`config.mk`:
```
export PLATFORM = sky130hd
export DESIGN_NAME = hazard_scoreboard_unit_flat
export DESIGN_NICKNAME = d
export VERILOG_FILES = /design/src/rtl/hazard_pkg.sv /design/src/rtl/hazard_scoreboard_unit_if.sv /design/src/rtl/hazard_sb_core.sv /design/src/rtl/hazard_scoreboard_unit.sv /design/src/flat_wrapper.sv
export SDC_FILE = /design/constraint.sdc
export NUM_CORES = 1
export LEC_CHECK = 0
export BUFFER_PORTS_ARGS = -buffer_cell sky130_fd_sc_hd__clkbuf_2
export CORE_ASPECT_RATIO = 0.75
export CORE_MARGIN = 10
export CORE_UTILIZATION = 47
export CTS_CLUSTER_DIAMETER = 50
export DETAILED_ROUTE_END_ITERATION = 8
export PLACE_DENSITY = 0.73
export SYNTH_ARGS = -nofsm -noshare
export SYNTH_HDL_FRONTEND = slang
export SYNTH_SLANG_ARGS = --single-unit
```
`constraint.sdc`:
```
create_clock -name clk_i -period 4.5 [get_ports clk_i]
set_input_delay 1.35 -clock clk_i [delete_from_list [all_inputs] [get_ports clk_i]]
set_output_delay 1.35 -clock clk_i [all_outputs]
set_load 0.005 [all_outputs]
```
`src/rtl/hazard_pkg.sv`:
```
// Shared constants and helpers for the load-hazard scoreboard unit.
package hazard_pkg;

  localparam int unsigned REG_AW_DEF  = 5;
  localparam int unsigned NUM_SRC_DEF = 2;
  localparam int unsigned MAX_OUT_DEF = 2;
  localparam int unsigned REG_ZERO    = 0;

  // Width of the outstanding-load counter: must hold 0..max_out inclusive.
  function automatic int unsigned CNT_W(input int unsigned max_out);
    return $clog2(max_out + 1);
  endfunction

endpackage

```
`src/rtl/hazard_scoreboard_unit_if.sv`:
```
// ID-stage hazard bus: operand/issue/response inputs and pipeline control outputs.
// Optional macro HAZARD_PERF_CNT_EN adds the StallCnt_o performance counter.
interface hazard_scoreboard_unit_if #(
  parameter int unsigned REG_AW  = 5,
  parameter int unsigned NUM_SRC = 2
);

  logic [NUM_SRC*REG_AW-1:0] IFID_RS_i;
  logic [NUM_SRC-1:0]        IFID_RSUse_i;
  logic                      IFID_MemRead_i;
  logic                      IDEX_MemRead_i;
  logic [REG_AW-1:0]         IDEX_RD_i;
  logic                      Issue_i;
  logic [REG_AW-1:0]         Issue_RD_i;
  logic                      MemResp_i;
  logic [REG_AW-1:0]         MemResp_RD_i;
  logic                      Flush_i;
  logic                      PCWrite_o;
  logic                      Stall_o;
  logic                      NoOp_o;
  logic                      Full_o;
  logic                      Err_o;

`ifdef HAZARD_PERF_CNT_EN
  logic [31:0]               StallCnt_o;

  modport master (
    output IFID_RS_i, IFID_RSUse_i, IFID_MemRead_i, IDEX_MemRead_i, IDEX_RD_i,
    output Issue_i, Issue_RD_i, MemResp_i, MemResp_RD_i, Flush_i,
    input  PCWrite_o, Stall_o, NoOp_o, Full_o, Err_o, StallCnt_o
  );

  modport slave (
    input  IFID_RS_i, IFID_RSUse_i, IFID_MemRead_i, IDEX_MemRead_i, IDEX_RD_i,
    input  Issue_i, Issue_RD_i, MemResp_i, MemResp_RD_i, Flush_i,
    output PCWrite_o, Stall_o, NoOp_o, Full_o, Err_o, StallCnt_o
  );
`else
  modport master (
    output IFID_RS_i, IFID_RSUse_i, IFID_MemRead_i, IDEX_MemRead_i, IDEX_RD_i,
    output Issue_i, Issue_RD_i, MemResp_i, MemResp_RD_i, Flush_i,
    input  PCWrite_o, Stall_o, NoOp_o, Full_o, Err_o
  );

  modport slave (
    input  IFID_RS_i, IFID_RSUse_i, IFID_MemRead_i, IDEX_MemRead_i, IDEX_RD_i,
    input  Issue_i, Issue_RD_i, MemResp_i, MemResp_RD_i, Flush_i,
    output PCWrite_o, Stall_o, NoOp_o, Full_o, Err_o
  );
`endif

endinterface

```
`src/rtl/hazard_sb_core.sv`:
```
// Scoreboard state: per-register pending bits, outstanding-load counter and
// sticky protocol error, with their next-edge update rules.
module hazard_sb_core
  import hazard_pkg::*;
#(
  parameter int unsigned REG_AW  = REG_AW_DEF,
  parameter int unsigned MAX_OUT = MAX_OUT_DEF
) (
  input  logic                          clk,
  input  logic                          i_rst_n,
  input  logic                          i_issue,
  input  logic [REG_AW-1:0]             i_issue_rd,
  input  logic                          i_resp,
  input  logic [REG_AW-1:0]             i_resp_rd,
  output logic [(2**REG_AW)-1:0]        o_pend,
  output logic [CNT_W(MAX_OUT)-1:0]     o_out_cnt,
  output logic                          o_full,
  output logic                          o_err
);

  localparam int unsigned NREG = 2**REG_AW;
  localparam int unsigned CW   = CNT_W(MAX_OUT);

  logic [NREG-1:0] r_pend;
  logic [NREG-1:0] w_pend_nxt;
  logic [CW-1:0]   r_cnt;
  logic [CW-1:0]   w_cnt_nxt;
  logic            r_err;
  logic            w_err_nxt;

  // Clear before set so a same-index issue and response leaves the bit pending.
  always_comb begin
    w_pend_nxt = r_pend;
    if (i_resp) begin
      w_pend_nxt[i_resp_rd] = 1'b0;
    end
    if (i_issue && (i_issue_rd != REG_AW'(REG_ZERO))) begin
      w_pend_nxt[i_issue_rd] = 1'b1;
    end
  end

  // Saturating counter; overflow and underflow attempts latch the error.
  always_comb begin
    w_cnt_nxt = r_cnt;
    w_err_nxt = r_err;
    if (i_issue && !i_resp) begin
      if (r_cnt == CW'(MAX_OUT)) begin
        w_err_nxt = 1'b1;
      end else begin
        w_cnt_nxt = r_cnt + CW'(1);
      end
    end else if (i_resp && !i_issue) begin
      if (r_cnt == CW'(0)) begin
        w_err_nxt = 1'b1;
      end else begin
        w_cnt_nxt = r_cnt - CW'(1);
      end
    end
  end

  always_ff @(posedge clk) begin
    if (!i_rst_n) begin
      r_pend <= '0;
      r_cnt  <= '0;
      r_err  <= 1'b0;
    end else begin
      r_pend <= w_pend_nxt;
      r_cnt  <= w_cnt_nxt;
      r_err  <= w_err_nxt;
    end
  end

  assign o_pend    = r_pend;
  assign o_out_cnt = r_cnt;
  assign o_full    = (r_cnt == CW'(MAX_OUT));
  assign o_err     = r_err;

endmodule

```
`src/rtl/hazard_scoreboard_unit.sv`:
```
// ID-stage hazard detector for variable-latency loads: load-use, pending-register
// and structural (in-flight limit) hazards. Optional macro: HAZARD_PERF_CNT_EN.
module hazard_scoreboard_unit
  import hazard_pkg::*;
#(
  parameter int unsigned REG_AW  = REG_AW_DEF,
  parameter int unsigned NUM_SRC = NUM_SRC_DEF,
  parameter int unsigned MAX_OUT = MAX_OUT_DEF
) (
  input  logic                    clk_i,
  input  logic                    rst_i,
  hazard_scoreboard_unit_if.slave bus
);

  localparam int unsigned NREG = 2**REG_AW;
  localparam int unsigned CW   = CNT_W(MAX_OUT);
  localparam int unsigned SW   = CW + 1;

  logic [NREG-1:0] w_pend;
  logic [CW-1:0]   w_out_cnt;
  logic            w_full;
  logic            w_err;
  logic            w_load_use;
  logic            w_pend_hit;
  logic            w_struct;
  logic            w_stall;

  hazard_sb_core #(
    .REG_AW  (REG_AW),
    .MAX_OUT (MAX_OUT)
  ) u_core (
    .clk        (clk_i),
    .i_rst_n    (rst_i),
    .i_issue    (bus.Issue_i),
    .i_issue_rd (bus.Issue_RD_i),
    .i_resp     (bus.MemResp_i),
    .i_resp_rd  (bus.MemResp_RD_i),
    .o_pend     (w_pend),
    .o_out_cnt  (w_out_cnt),
    .o_full     (w_full),
    .o_err      (w_err)
  );

  // Per-operand compare; a same-cycle writeback of a pending source is forwarded.
  always_comb begin
    w_load_use = 1'b0;
    w_pend_hit = 1'b0;
    for (int k = 0; k < int'(NUM_SRC); k++) begin
      logic [REG_AW-1:0] v_src;
      v_src = bus.IFID_RS_i[k*REG_AW +: REG_AW];
      if (bus.IFID_RSUse_i[k]) begin
        if (bus.IDEX_MemRead_i && (bus.IDEX_RD_i != REG_AW'(REG_ZERO)) &&
            (bus.IDEX_RD_i == v_src)) begin
          w_load_use = 1'b1;
        end
        if (w_pend[v_src] && !(bus.MemResp_i && (bus.MemResp_RD_i == v_src))) begin
          w_pend_hit = 1'b1;
        end
      end
    end
  end

  // A new load may not enter while the in-flight count (net of this cycle's response) is at the limit.
  assign w_struct = bus.IFID_MemRead_i &&
                    ((SW'(w_out_cnt) + SW'(bus.IDEX_MemRead_i)) >=
                     (SW'(MAX_OUT) + SW'(bus.MemResp_i)));

  assign w_stall = (w_load_use || w_pend_hit || w_struct) && !bus.Flush_i;

  assign bus.PCWrite_o = !w_stall;
  assign bus.Stall_o   = w_stall;
  assign bus.NoOp_o    = w_stall;
  assign bus.Full_o    = w_full;
  assign bus.Err_o     = w_err;

`ifdef HAZARD_PERF_CNT_EN
  logic [31:0] r_stall_cnt;

  always_ff @(posedge clk_i) begin
    if (!rst_i) begin
      r_stall_cnt <= 32'd0;
    end else if (w_stall) begin
      r_stall_cnt <= r_stall_cnt + 32'd1;
    end
  end

  assign bus.StallCnt_o = r_stall_cnt;
`endif

endmodule

```
`src/flat_wrapper.sv`:
```
// flat-port wrapper written by rule: the top's interface ports become plain ports
module hazard_scoreboard_unit_flat import hazard_pkg::*;
#(
  parameter int unsigned REG_AW  = REG_AW_DEF,
  parameter int unsigned NUM_SRC = NUM_SRC_DEF,
  parameter int unsigned MAX_OUT = MAX_OUT_DEF
)
  (clk_i, rst_i, bus_IFID_RS_i, bus_IFID_RSUse_i, bus_IFID_MemRead_i, bus_IDEX_MemRead_i, bus_IDEX_RD_i, bus_Issue_i, bus_Issue_RD_i, bus_MemResp_i, bus_MemResp_RD_i, bus_Flush_i, bus_PCWrite_o, bus_Stall_o, bus_NoOp_o, bus_Full_o, bus_Err_o);
  hazard_scoreboard_unit_if #(.REG_AW(REG_AW), .NUM_SRC(NUM_SRC)) bus_i ();
  input  logic clk_i;
  input  logic rst_i;
  input wire logic [$bits(bus_i.IFID_RS_i)-1:0] bus_IFID_RS_i;
  input wire logic [$bits(bus_i.IFID_RSUse_i)-1:0] bus_IFID_RSUse_i;
  input wire logic [$bits(bus_i.IFID_MemRead_i)-1:0] bus_IFID_MemRead_i;
  input wire logic [$bits(bus_i.IDEX_MemRead_i)-1:0] bus_IDEX_MemRead_i;
  input wire logic [$bits(bus_i.IDEX_RD_i)-1:0] bus_IDEX_RD_i;
  input wire logic [$bits(bus_i.Issue_i)-1:0] bus_Issue_i;
  input wire logic [$bits(bus_i.Issue_RD_i)-1:0] bus_Issue_RD_i;
  input wire logic [$bits(bus_i.MemResp_i)-1:0] bus_MemResp_i;
  input wire logic [$bits(bus_i.MemResp_RD_i)-1:0] bus_MemResp_RD_i;
  input wire logic [$bits(bus_i.Flush_i)-1:0] bus_Flush_i;
  output wire logic [$bits(bus_i.PCWrite_o)-1:0] bus_PCWrite_o;
  output wire logic [$bits(bus_i.Stall_o)-1:0] bus_Stall_o;
  output wire logic [$bits(bus_i.NoOp_o)-1:0] bus_NoOp_o;
  output wire logic [$bits(bus_i.Full_o)-1:0] bus_Full_o;
  output wire logic [$bits(bus_i.Err_o)-1:0] bus_Err_o;
  assign bus_i.IFID_RS_i = bus_IFID_RS_i;
  assign bus_i.IFID_RSUse_i = bus_IFID_RSUse_i;
  assign bus_i.IFID_MemRead_i = bus_IFID_MemRead_i;
  assign bus_i.IDEX_MemRead_i = bus_IDEX_MemRead_i;
  assign bus_i.IDEX_RD_i = bus_IDEX_RD_i;
  assign bus_i.Issue_i = bus_Issue_i;
  assign bus_i.Issue_RD_i = bus_Issue_RD_i;
  assign bus_i.MemResp_i = bus_MemResp_i;
  assign bus_i.MemResp_RD_i = bus_MemResp_RD_i;
  assign bus_i.Flush_i = bus_Flush_i;
  assign bus_PCWrite_o = bus_i.PCWrite_o;
  assign bus_Stall_o = bus_i.Stall_o;
  assign bus_NoOp_o = bus_i.NoOp_o;
  assign bus_Full_o = bus_i.Full_o;
  assign bus_Err_o = bus_i.Err_o;
  hazard_scoreboard_unit #(.REG_AW(REG_AW), .NUM_SRC(NUM_SRC), .MAX_OUT(MAX_OUT)) u_core (.clk_i(clk_i), .rst_i(rst_i), .bus(bus_i));
endmodule
```
Word-level counts from Yosys, hierarchy flattened --
Index checks and enable logic that the tools add are counted.
Word-level totals: flip-flop bits (word level) 35, input port bits 34, word-level logic and storage cells 80
Cells by class: bitwise gates (word level) 3, order comparisons 7, reductions and logical operators 29, add/sub/neg operators 4, muxes and demuxes 26, equality and inequality tests 8
Operators by type and width (number):
- 2-to-1 mux 32 bit | 2
- AND 32 bit | 1
- inverter 32 bit | 1
- OR 32 bit | 1
- < comparator 5 x 6 -> 1 bit, second input constant | 4
- equality test 5 bit | 4
- 2-to-1 mux 1 bit | 16
- logical AND 1 bit | 14
- binary-select mux 1 bit (select 5 bit) | 2
- demux 1 bit (select 5 bit) | 2
- greater-or-equal comparator 5 x 1 -> 1 bit, second input constant | 2
- nonzero test 5 bit | 2
- 2-to-1 mux 2 bit | 4
- logical NOT 1 bit | 6
- inequality test 2 bit, second input constant | 3
- AND reduction 3 bit | 2
- nonzero test 2 bit | 2
- adder 2 x 1 -> 3 bit | 1
- adder 2 x 1 -> 3 bit, first input constant | 1
- greater-or-equal comparator 3 bit | 1
- adder 2 x 1 -> 2 bit, second input constant | 1
- equality test 2 bit, second input constant | 1
- logical NOT 2 bit | 1
- logical OR 1 bit | 2
- subtractor 2 x 1 -> 2 bit, second input constant | 1

Depth between registers and ports, before layout --
depth after elaboration 12, mapped depth 9

Cells and area by module --
Synthesis repeated with hierarchy kept, for this count alone.
Unflattened totals: cell total of the unflattened synthesis 241, area, all modules 2422.3 sq um
By module, submodules not included:
- hazard_sb_core | times used 1, cells each 154, area each 1487.7 sq um, seq. area each 700.7 sq um
- hazard_scoreboard_unit | times used 1, cells each 87, area each 934.6 sq um, seq. area each 0.0 sq um

Worst setup path after synthesis --
Ideal clock, no wire load.
path kind in2out, from in bus_IFID_RS_i[5], to out bus_Stall_o, setup slack -0.097 ns, required time 3.150 ns, stages on the path 8, data arrival time 3.247 ns, path through clkbuf_1 > mux2i_1 > nor3_1 > or4b_1 > a21oi_1 > nor4_1 > or3_1 > buf_4
On the way: longest elaborated chain between the ends 9, elaborated cells on any way between the ends 15, classes of those cells eq/ne: 2; mux: 6; reduce/logical: 7
RTL lines:
- start, declared | line flat_wrapper.sv:12 | input wire logic [$bits(bus_i.IFID_RS_i)-1:0] bus_IFID_RS_i;
- parallel branches: the longest is 6 deep, another holds binary-select mux 1 bit (select 5 bit)
- logical OR 1 bit * (2 in series) | line hazard_scoreboard_unit.sv:68 | assign w_stall = (w_load_use || w_pend_hit || w_struct) && !bus.Flush_i;
- logical AND 1 bit * | line hazard_scoreboard_unit.sv:68
- end, declared | line flat_wrapper.sv:23 | output wire logic [$bits(bus_i.Stall_o)-1:0] bus_Stall_o;
Mark *: on every way between the ends. The select of a mux whose other input is x is not followed.

Worst setup path after layout --
from in bus_IFID_RS_i[0], to out bus_Stall_o
On the way: longest elaborated chain between the ends 11, elaborated cells on any way between the ends 19, classes of those cells eq/ne: 2; mux: 10; reduce/logical: 7
RTL lines (line):
- parallel branches: the longest is 8 deep, another holds binary-select mux 1 bit (select 5 bit)
- logical OR 1 bit * (2 in series) | hazard_scoreboard_unit.sv:68
- logical AND 1 bit * | hazard_scoreboard_unit.sv:68
Marked as above.

==> impl_metrics.toml <==
[global_route]
antenna_found_initial = 0
globalRoute.totalOverflow = 0
grt_max_degree = 36
track_usage_pct = 18.2
use_met2_pct = 27.8
met3_usage_pct = 5.03
busiest_layer = "met2"
met1_usage_pct = 24.6
grt_pass1_vias = 2274
grt_first_pass_wirelength_microns = 11800

[placement]
placed_area_sq_um = 2650
dp_cells = 358
dp_slack_ns = -0.227
portBuffers = 38
dp_hpwl_microns = 5420
gp_congestion = 0.916

[timing]
relSlewSlack_pct = 35.3
worstMarginPinSlew_ns = 0.968
fmax_ghz = 0.221
hold_viol_final = 0
rsz0062_at_grt = "true"
hold_ws_ns = 0.500
clock_skew_ns = 0.000690
final.min_clock_period_ns = 4.53
finalCritPeriodShare_pct = 101
setup-tns-final_ns = -0.0594
finalMaxSlewViolations = 0
finalSetupViolations = 3
fin_ws_ns = -0.0305

[drt]
dr.pass1.iters = 4
wirelength_microns = 7260
drt_iter0_drc = 186
wl_per_cell_microns = 19.7
final_antenna_net_count = 0
vias_per_cell = 6.17
drc = 0
vias = 2271

[clock_tree]
clk_transition_reported_paths_ns = 0.07
clock_sinks = 35
clockBufferDepth = 2
htree_levels = 2
cts_made_buffers = 5
cts-root-buf = "clkbuf_8"
clk_latency_ns = 0.30
cts_tree = "built"

[critical_path]
path_class = "input pin to output port"
crit_end = "bus_Stall_o"
slowest_stage = "mux4_2"
cp-startpoint = "bus_IFID_RS_i[0]"
slowest_delay_ns = 0.49
cp-start-kind = "input pin"
worstPathCellList = "clkbuf_16 > mux4_2 > mux4_2 > mux2i_2 > nor4b_2 > or3_1 > clkbuf_2"
cp_num_buf_inv = 2
worst-path-max-fanout = 5
r2r_end = "u_core.u_core.o_out_cnt[0]"
crit_cells = 7
crit_top_cell = "mux4_2"
end_kind = "output port"
cp.arrival_ns = 3.18
r2r_slack_ns = 3.56
crit_family = "multiplexers"
reg2reg_depth = 4
timing.rr.start = "u_core.u_core.o_out_cnt[1]"
cp_data_required_time_ns = 3.15

[synth]
ys_types = 36
yosysWarnings = 0
avgSynthCellArea_sq_um = 8.93
ys.flop_type = "dfxtp_1"
yosysSeqAreaShare_pct = 29.4
netlist_instances = 267
yosys_register_bits = 35
ys_async_sr_fraction_pct = 0
syn_nets = 305
syn_area_sq_um = 2380
synth_edf_count = 0

[power_and_ir_drop]
power_uw = 701
leakage_nw = 1.05
ir_drop_uv = 134
power_density_nw_per_um2 = 249

[finish]
antenna_cells = 0
drive_gt1_share_pct = 25.0
final_cell_area_sq_um = 2810
final_util_pct = 57.4
fin_cells = 368
synthToLayoutAreaGrowth_pct = 17.9
layout.nets = 345

[worst_hold_path]
hold_class = "flip-flop to flip-flop"

[run]
drv_cap = 0

[die]
start_util_pct = 48.7
ios = 39
row_count = 22
die_w_microns = 102
core_area_sq_um = 4900
dieArea_sq_um = 8350
die_h_microns = 81.7

[run_status]
violations = "setup timing"
outcome = "finished, violations left"
flip-flops by register name, indices dropped and copies added, names as in the netlist:
name                     flops
u_core.u_core.o_err          1
u_core.u_core.o_out_cnt      2
u_core.u_core.o_pend        32
synthesized netlist by cell type, drive strengths merged (3+ instances only):
cell type  count  area [sq um]
nand2         37           139
dfxtp         35           701
o21ai         34           170
a21boi        33           248
mux4          16           360
clkbuf        12          46.3
xnor2         11          96.3
xor2          10          87.6
nor2           9          33.8
mux2i          6          60.1
nor3           6          30.0
nand3b         5          37.5
nor2b          5          31.3
nor3b          5          37.5
a21oi          4          20.0
and3           4          25.0
buf            4          25.0
ha             4          50.1
inv            4          15.0
nor4           3          18.8
or3            3          18.8
what timing repair did:
action                                  in CTS  in global routing
cloned                                       1                  0
endpoints found under the setup margin       3                  3
buffers inserted                             1                  0
resized for setup                            8                  1
hold buffers                                 0                  0
final cells by class:
class | instances | area [sq um]
Fill cell | 455 | 2090
Tap cell | 60 | 75.1
Clock inverter | 2 | 16.3
Multi-Input combinational cell | 212 | 1610
Inverter | 4 | 15.0
Sequential cell | 35 | 701
Clock buffer | 6 | 82.6
Timing Repair Buffer | 49 | 310
routing by layer:
metal / vias to the layer above / wire (microns)
met3: 8 / 787
met4: 0 / 84
li1: 1055 / -
met5: - / 0
met2: 118 / 3070
met1: 1090 / 3310
tightest hold or removal path, delay by kind of cell (launching register included):
kind | cells | cell delay [ns]
AND/OR/NAND/NOR | 1 | 0.09
AO/OA/AOI/OAI | 1 | 0.05
flip-flops | 1 | 0.33
report_power, final:
part | internal [mW] | switching (mW) | total (mW)
logic | 0.0577 | 0.0696 | 0.127
clock network | 0.125 | 0.130 | 0.255
registers | 0.315 | 0.00465 | 0.319
total | 0.497 | 0.204 | 0.701
how the worst min path moves through the flow:
| stage | start | end | slack, ns | cells after the start |
|---|---|---|---|---|
| finish | u_core.u_core.o_err | u_core.u_core.o_err | 0.50 | 2 |
| global route | u_core.u_core.o_pend[0] | u_core.u_core.o_pend[0] | 0.52 | 1 |
| CTS | u_core.u_core.o_pend[0] | u_core.u_core.o_pend[0] | 0.50 | 1 |
| detailed placement | u_core.u_core.o_pend[0] | u_core.u_core.o_pend[0] | 0.49 | 1 |
| global placement | u_core.u_core.o_pend[0] | u_core.u_core.o_pend[0] | 0.48 | 1 |
| floorplan | u_core.u_core.o_pend[0] | u_core.u_core.o_pend[0] | 0.45 | 1 |
placed cells by master (no fill, tap or decap), types with 2 or more instances in the layout:
cell	netlist	routed
nand2_1	37	37
dfxtp_1	35	35
o21ai_0	34	34
clkbuf_2	1	34
a21boi_0	33	33
mux4_2	16	16
xnor2_1	11	11
xor2_1	10	10
buf_4	2	10
nor2_1	9	9
clkbuf_8	0	8
nor3_1	6	6
nor2b_1	5	5
mux2i_1	6	5
nand3b_1	5	5
nor3b_1	5	5
inv_1	4	4
and3_1	4	4
a21oi_1	4	4
ha_1	4	4
nor4_1	3	3
or3_1	3	3
nand4_1	2	2
nand3_1	2	2
and3b_1	2	2
logic make-up (layout without fill, tap and decap cells):
kind of cell	Yosys count	count (layout)	share of synthesized area (%)
flops	35	35	29.4
compound gates	77	77	20.5
fa+ha+maj	4	4	2.10
simple gates	87	87	18.6
xor+xnor	21	21	7.71
mux	23	23	18.1
buf+inv	20	61	3.62
Note: power is estimated with default switching activity, not from simulation.
